===== config.mk =====
export PLATFORM = sky130hd
export DESIGN_NAME = imm_gen_pipe
export DESIGN_NICKNAME = d
export VERILOG_FILES = /design/src/rtl/imm_gen_pipe.sv
export SDC_FILE = /design/constraint.sdc
export NUM_CORES = 1
export LEC_CHECK = 0
export BUFFER_PORTS_ARGS = -buffer_cell sky130_fd_sc_hd__buf_2
export CAP_MARGIN = 30
export CORE_MARGIN = 3
export CORE_UTILIZATION = 55
export CTS_CLUSTER_SIZE = 10
export DETAILED_ROUTE_END_ITERATION = 8
export PLACE_DENSITY = 0.87
export SYNTH_ARGS = -nofsm -noshare
export SYNTH_HDL_FRONTEND = slang
export SYNTH_SLANG_ARGS = --single-unit

===== constraint.sdc =====
create_clock -name clk -period 2.43 [get_ports clk]
set_clock_uncertainty 0.05 [all_clocks]
set_input_delay 0.3645 -clock clk [delete_from_list [all_inputs] [get_ports clk]]
set_output_delay 0.3645 -clock clk [all_outputs]
set_load 0.01 [all_outputs]

===== src/rtl/imm_gen_pipe.sv =====
// imm_gen_pipe: pipelined RISC-V immediate generator for the decode stage.
// Decodes I/S/B/U/J, shift-amount and CSR zimm immediates, sign-extended to
// XLEN, behind a valid/ready handshake with one cycle of latency and an
// optional two-entry skid buffer. Keeps a saturating illegal-instruction count.
//
// Ports:
//   clk, rst_n                  clock (rising edge), async active-low reset
//   in_valid, in_ready          instruction handshake
//   instruction[31:0]           raw instruction word
//   out_valid, out_ready        result handshake
//   immediate[XLEN-1:0]         decoded immediate
//   imm_type[2:0]               0 none,1 I,2 S,3 B,4 U,5 J,6 SHAMT,7 ZIMM
//   illegal                     no valid immediate for this XLEN
//   cnt_clr                     synchronous clear of illegal_count
//   illegal_count[CNT_W-1:0]    saturating count of accepted illegal words
module imm_gen_pipe #(
   parameter int unsigned XLEN  = 32,
   parameter int unsigned SKID  = 1,
   parameter int unsigned CNT_W = 16
) (
   input  logic             clk,
   input  logic             rst_n,
   input  logic             in_valid,
   output logic             in_ready,
   input  logic [31:0]      instruction,
   output logic             out_valid,
   input  logic             out_ready,
   output logic [XLEN-1:0]  immediate,
   output logic [2:0]       imm_type,
   output logic             illegal,
   input  logic             cnt_clr,
   output logic [CNT_W-1:0] illegal_count
);

   if (XLEN != 32 && XLEN != 64) begin : g_xlen_check
      $error("imm_gen_pipe: XLEN must be 32 or 64");
   end

   localparam logic [2:0] T_NONE  = 3'd0;
   localparam logic [2:0] T_I     = 3'd1;
   localparam logic [2:0] T_S     = 3'd2;
   localparam logic [2:0] T_B     = 3'd3;
   localparam logic [2:0] T_U     = 3'd4;
   localparam logic [2:0] T_J     = 3'd5;
   localparam logic [2:0] T_SHAMT = 3'd6;
   localparam logic [2:0] T_ZIMM  = 3'd7;

   typedef struct packed {
      logic [XLEN-1:0] imm;
      logic [2:0]      typ;
      logic            ill;
   } res_t;

   logic [6:0]      opcode_c;
   logic [2:0]      funct3_c;
   logic            is_shift_c;
   logic [5:0]      shamt_c;
   logic [XLEN-1:0] imm_i_c, imm_s_c, imm_b_c, imm_u_c, imm_j_c;
   logic [XLEN-1:0] imm_sh_c, imm_shw_c, imm_z_c;
   res_t            dec_c;

   assign opcode_c   = instruction[6:0];
   assign funct3_c   = instruction[14:12];
   assign is_shift_c = (funct3_c == 3'b001) || (funct3_c == 3'b101);

   // RV64 shifts carry a 6-bit shamt; RV32 keeps bit 25 for the legality check
   assign shamt_c = (XLEN == 64) ? instruction[25:20] : {1'b0, instruction[24:20]};

   // Candidate immediates, each extended straight to XLEN
   assign imm_i_c   = XLEN'($signed(instruction[31:20]));
   assign imm_s_c   = XLEN'($signed({instruction[31:25], instruction[11:7]}));
   assign imm_b_c   = XLEN'($signed({instruction[31], instruction[7], instruction[30:25],
                                     instruction[11:8], 1'b0}));
   assign imm_u_c   = XLEN'($signed({instruction[31:12], 12'b0}));
   assign imm_j_c   = XLEN'($signed({instruction[31], instruction[19:12], instruction[20],
                                     instruction[30:21], 1'b0}));
   assign imm_sh_c  = XLEN'(shamt_c);
   assign imm_shw_c = XLEN'(instruction[24:20]);
   assign imm_z_c   = XLEN'(instruction[19:15]);

   // Format select; anything not matched below is illegal with imm/type zero
   always_comb begin
      dec_c     = '0;
      dec_c.ill = 1'b1;
      if (instruction[1:0] == 2'b11) begin
         case (opcode_c)
            7'b0010011: begin
               if (is_shift_c) begin
                  if (!(XLEN == 32 && instruction[25])) begin
                     dec_c = '{imm: imm_sh_c, typ: T_SHAMT, ill: 1'b0};
                  end
               end else begin
                  dec_c = '{imm: imm_i_c, typ: T_I, ill: 1'b0};
               end
            end
            7'b0000011, 7'b1100111, 7'b0001111: dec_c = '{imm: imm_i_c, typ: T_I, ill: 1'b0};
            7'b0011011: begin
               if (XLEN == 64) begin
                  if (is_shift_c) begin
                     if (!instruction[25]) begin
                        dec_c = '{imm: imm_shw_c, typ: T_SHAMT, ill: 1'b0};
                     end
                  end else begin
                     dec_c = '{imm: imm_i_c, typ: T_I, ill: 1'b0};
                  end
               end
            end
            7'b0100011: dec_c = '{imm: imm_s_c, typ: T_S, ill: 1'b0};
            7'b1100011: dec_c = '{imm: imm_b_c, typ: T_B, ill: 1'b0};
            7'b0110111, 7'b0010111: dec_c = '{imm: imm_u_c, typ: T_U, ill: 1'b0};
            7'b1101111: dec_c = '{imm: imm_j_c, typ: T_J, ill: 1'b0};
            7'b1110011: begin
               if (funct3_c[2]) dec_c = '{imm: imm_z_c, typ: T_ZIMM, ill: 1'b0};
               else             dec_c = '{imm: '0, typ: T_NONE, ill: 1'b0};
            end
            7'b0110011: dec_c = '{imm: '0, typ: T_NONE, ill: 1'b0};
            7'b0111011: begin
               if (XLEN == 64) dec_c = '{imm: '0, typ: T_NONE, ill: 1'b0};
            end
            default: dec_c = '{imm: '0, typ: T_NONE, ill: 1'b1};
         endcase
      end
   end

   res_t out_res, skid_res;
   logic skid_full;
   logic load_out_c, accept_c;

   assign load_out_c = ~out_valid | out_ready;
   // Skid mode advertises space from a register; otherwise ready follows the output stage
   assign in_ready   = (SKID != 0) ? ~skid_full : load_out_c;
   assign accept_c   = in_valid & in_ready;

   // Output register plus skid entry; the skid entry always drains first
   always_ff @(posedge clk or negedge rst_n) begin
      if (!rst_n) begin
         out_valid <= 1'b0;
         out_res   <= '0;
         skid_full <= 1'b0;
         skid_res  <= '0;
      end else if (load_out_c) begin
         if (skid_full) begin
            out_res   <= skid_res;
            out_valid <= 1'b1;
            skid_full <= 1'b0;
         end else if (accept_c) begin
            out_res   <= dec_c;
            out_valid <= 1'b1;
         end else begin
            out_valid <= 1'b0;
         end
      end else if (accept_c && (SKID != 0)) begin
         skid_res  <= dec_c;
         skid_full <= 1'b1;
      end
   end

   assign immediate = out_res.imm;
   assign imm_type  = out_res.typ;
   assign illegal   = out_res.ill;

   // Saturating illegal counter; clear wins over a same-cycle increment
   always_ff @(posedge clk or negedge rst_n) begin
      if (!rst_n) begin
         illegal_count <= '0;
      end else if (cnt_clr) begin
         illegal_count <= '0;
      end else if (accept_c && dec_c.ill && (illegal_count != '1)) begin
         illegal_count <= illegal_count + CNT_W'(1);
      end
   end

endmodule


==> results.sh <==
export IMPL_r2r_cells=7
export IMPL_leakagePower_nw=2.42
export IMPL_floorplan_initialDensity_pct=58.6
export IMPL_fin_tns_setup_ns=0
export IMPL_relSlewSlack_pct=48.0
export IMPL_cts_tree="built"
export IMPL_io_pins=91
export IMPL_rsz0062_at_grt="false"
export IMPL_max_stage_delay_ns=0.48
export IMPL_drtIter0Drc=309
export IMPL_synth_nets=554
export IMPL_pwr_share_seq_pct=50.1
export IMPL_worst_slack_ns=0.255
export IMPL_clkPwrFrac_pct=29.2
export IMPL_worstMarginPinSlew_ns=0.777
export IMPL_netlist_area_leader_share_pct=48.2
export IMPL_antenna_found_initial=0
export IMPL_synth_largest_area_cell="dfrtp_1"
export IMPL_grt_max_degree=48
export IMPL_yosysMostFrequentCell="dfrtp_1"
export IMPL_clock_path_buffers=2
export IMPL_critPathTopFamily="simple AND/OR/NAND/NOR gates"
export IMPL_grt_pass1_vias=4212
export IMPL_status="finished clean"
export IMPL_maxCapViolations=0
export IMPL_power_density_nw_per_um2=646
export IMPL_min_to="immediate[8]"
export IMPL_htree_levels=3
export IMPL_setup_violations=0
export IMPL_synthTopCellsByArea="dfrtp_1 (48%), nand2_1 (5.9%), nor2_1 (5.3%), a31oi_4 (4.6%), a21oi_1 (4.3%)"
export IMPL_holdWs_ns=0.213
export IMPL_grt_overflow_total=0
export IMPL_ant_nets=0
export IMPL_ir_drop_mv=0.336
export IMPL_intPower_mw=2.47
export IMPL_path_buf_inv=1
export IMPL_finalHoldViolCount=0
export IMPL_die_w_um=98.1
export IMPL_synth_cells=516
export IMPL_async_flop_share_pct=100
export IMPL_switching_share_pct=30.9
export IMPL_pwr_share_comb_pct=20.6
export IMPL_timing_final_crit_share_pct=89.5
export IMPL_crit_arrival_ns=2.41
export IMPL_hpwl_um=8840
export IMPL_rows=32
export IMPL_ys_warn_count=0
export IMPL_critPathLaunchType="flop"
export IMPL_ys_seq_area_share_pct=48.2
export IMPL_firstDrtPassIters=5
export IMPL_routed_wl_um=12300
export IMPL_cts_clk_slew_worst_paths_ns=0.09
export IMPL_root_buffer="clkbuf_8"
export IMPL_synth_seq_cells=90
export IMPL_reg2reg_to="illegal_count[10]"
export IMPL_startpoint="illegal_count[0]"
export IMPL_dr_wl_met2_um=5830
export IMPL_syn_avg_cell_area_um2=9.05
export IMPL_cts_setup_buffers=0
export IMPL_synthDistinctLibCells=52
export IMPL_synth_ff_type="dfrtp_1"
export IMPL_cts_sinks=90
export IMPL_drcViolationCount=0
export IMPL_dr_wl_met3_um=897
export IMPL_cp_max_fo=6
export IMPL_path_cells="ha_1, inv_1, or3_1, o31ai_1, or2_2, or4_1, a21oi_1"
export IMPL_synth_top_cells_by_count="dfrtp_1 (90), nand2_1 (74), nor2_1 (66), a21oi_1 (40), nand3_1 (33)"
export IMPL_detailedPlace_worstSlack_ns=0.0242
export IMPL_max_freq_mhz=460
export IMPL_vias=4398
export IMPL_hold_depth=3
export IMPL_hp_class="in -> reg"
export IMPL_cp_slowest_cell="or4_1"
export IMPL_worst_setup_path_end_kind="flop"
export IMPL_met1_length_um=5350
export IMPL_grt_pass1_wl_um=20500
export IMPL_highest_layer="met4"
export IMPL_netlist_area_um2=4670
export IMPL_r2r_slack_ns=0.25
export IMPL_holdCritStartpoint="instruction[28]"
export IMPL_antenna_cells=0
export IMPL_wl_per_cell_um=17.1
export IMPL_reg2reg_from="illegal_count[0]"
export IMPL_drive_gt1_share_pct=24.8
export IMPL_fin_crit_ns=2.18
export IMPL_numCtsBuffers=9
export IMPL_cp_required_ns=2.67
export IMPL_coreArea_um2=7970
export IMPL_timing_worst_setup_path_type="reg -> reg"
export IMPL_power_switching_mw=1.10
export IMPL_finalWeightedCongestion=0.859
export IMPL_io_buffers=90
export IMPL_area_delta_synth_final_pct=18.5
export IMPL_clk_latency_ns=0.37
export IMPL_post_cts_resized=0
export IMPL_dieArea_um2=9630
export IMPL_slew_viol_final=0
export IMPL_viasPerCell=6.14
export IMPL_synth_edf_count=0
export IMPL_num_nets_final=647
export IMPL_die_h_um=98.1
export IMPL_track_usage_pct=26.0
==> worst register-to-register path, stage by stage (launching register included) <==
cell	delay [ns]
dfrtp_1	0.43
ha_1	0.22
inv_1	0.11
or3_1	0.21
o31ai_1	0.11
or2_2	0.33
or4_1	0.48
a21oi_1	0.16
==> power by group through the flow <==
stage               clock network (mW)  registers, mW  logic (mW)
floorplan                            0           1.85       0.390
global placement                     0           1.81       0.713
detailed placement                   0           1.82       0.738
CTS                               1.05           1.79       0.741
global route                      1.12           1.81       0.816
finish                            1.04           1.79       0.737
==> cells in the final DEF, fill, tap and decap left out, types with 3 or more instances in the layout <==
master | netlist | routed
nor2_1 | 66 | 64
mux2_2 | 4 | 4
buf_2 | 5 | 89
a21boi_0 | 3 | 3
o22ai_1 | 6 | 6
and3_1 | 4 | 4
clkbuf_8 | 0 | 9
dfrtp_1 | 90 | 90
buf_4 | 0 | 22
a21oi_1 | 40 | 40
or3_1 | 4 | 4
a211oi_1 | 21 | 21
nand3_1 | 33 | 33
inv_1 | 4 | 4
or4_1 | 4 | 4
inv_6 | 0 | 3
nand2b_1 | 9 | 9
nor2b_1 | 9 | 9
nand2_1 | 74 | 74
and2_1 | 5 | 5
nor3_1 | 26 | 26
o21ai_0 | 26 | 26
buf_12 | 0 | 3
a31oi_4 | 10 | 10
a31oi_1 | 5 | 5
o31ai_1 | 6 | 6
o41ai_1 | 3 | 3
==> per-stage QoR <==
| stage | util (%) | power [mW] | instance area (um^2) | std cells |
|---|---|---|---|---|
| 3_3_place_gp | 66.8 | 2.52 | 5320 | 699 |
| 2_1_floorplan | - | 2.24 | 4670 | 516 |
| 5_1_grt | 69.4 | 3.74 | 5530 | 716 |
| 6_report | 69.4 | 3.57 | 5530 | 716 |
| 3_5_place_dp | 66.8 | 2.55 | 5320 | 699 |
| 4_1_cts | 69.4 | 3.58 | 5530 | 716 |
==> kinds of logic (layout without fill, tap and decap cells) <==
family          count (synthesis)  in the layout  synth area share, %
mux                             6              6                 1.39
xor+xnor                        1              1                0.188
compound gates                129            129                 20.3
fa+ha+maj                       1              1                0.268
buf+inv                        37            135                 3.62
simple gates                  252            252                 26.0
flops                          90             90                 48.2
==> worst max-delay path by stage <==
| stage | endpoint | slack [ns] | cells past startpoint |
|---|---|---|---|
| after CTS | illegal_count[10] | 0.27 | 7 |
| after floorplan | skid_res[25] | 0.27 | 9 |
| final | illegal_count[10] | 0.25 | 7 |
| after global placement | illegal_count[7] | 0.08 | 7 |
| after detailed placement | illegal_count[7] | 0.02 | 7 |
| after global routing | illegal_count[10] | 0.14 | 7 |
==> sequential cells by signal (all words and copies together), names as in the netlist <==
name           cells
skid_res          36
immediate         32
illegal_count     16
imm_type           3
illegal            1
out_valid          1
skid_full          1
==> cell type report <==
| cell class | count | area (um^2) |
|---|---|---|
| Sequential cell | 90 | 2250 |
| Tap cell | 102 | 128 |
| Fill cell | 619 | 2430 |
| Inverter | 4 | 15.0 |
| Multi-Input combinational cell | 389 | 2260 |
| Clock buffer | 10 | 128 |
| Timing Repair Buffer | 115 | 681 |
| Clock inverter | 6 | 71.3 |
==> layer usage <==
metal / vias up / global-route usage [%]
li1: 2040 / -
met1: 2156 / 36.1
met2: 179 / 41.4
met3: 23 / 6.00
met4: 0 / 7.14
met5: - / 0
==> timing repair <==
| action | in CTS | in global routing |
|---|---|---|
| hold buffers | 1 | 0 |
| setup endpoints to repair | 0 | 0 |
| endpoints found under the hold margin | 45 | 0 |
(Power assumes the default switching activity.)
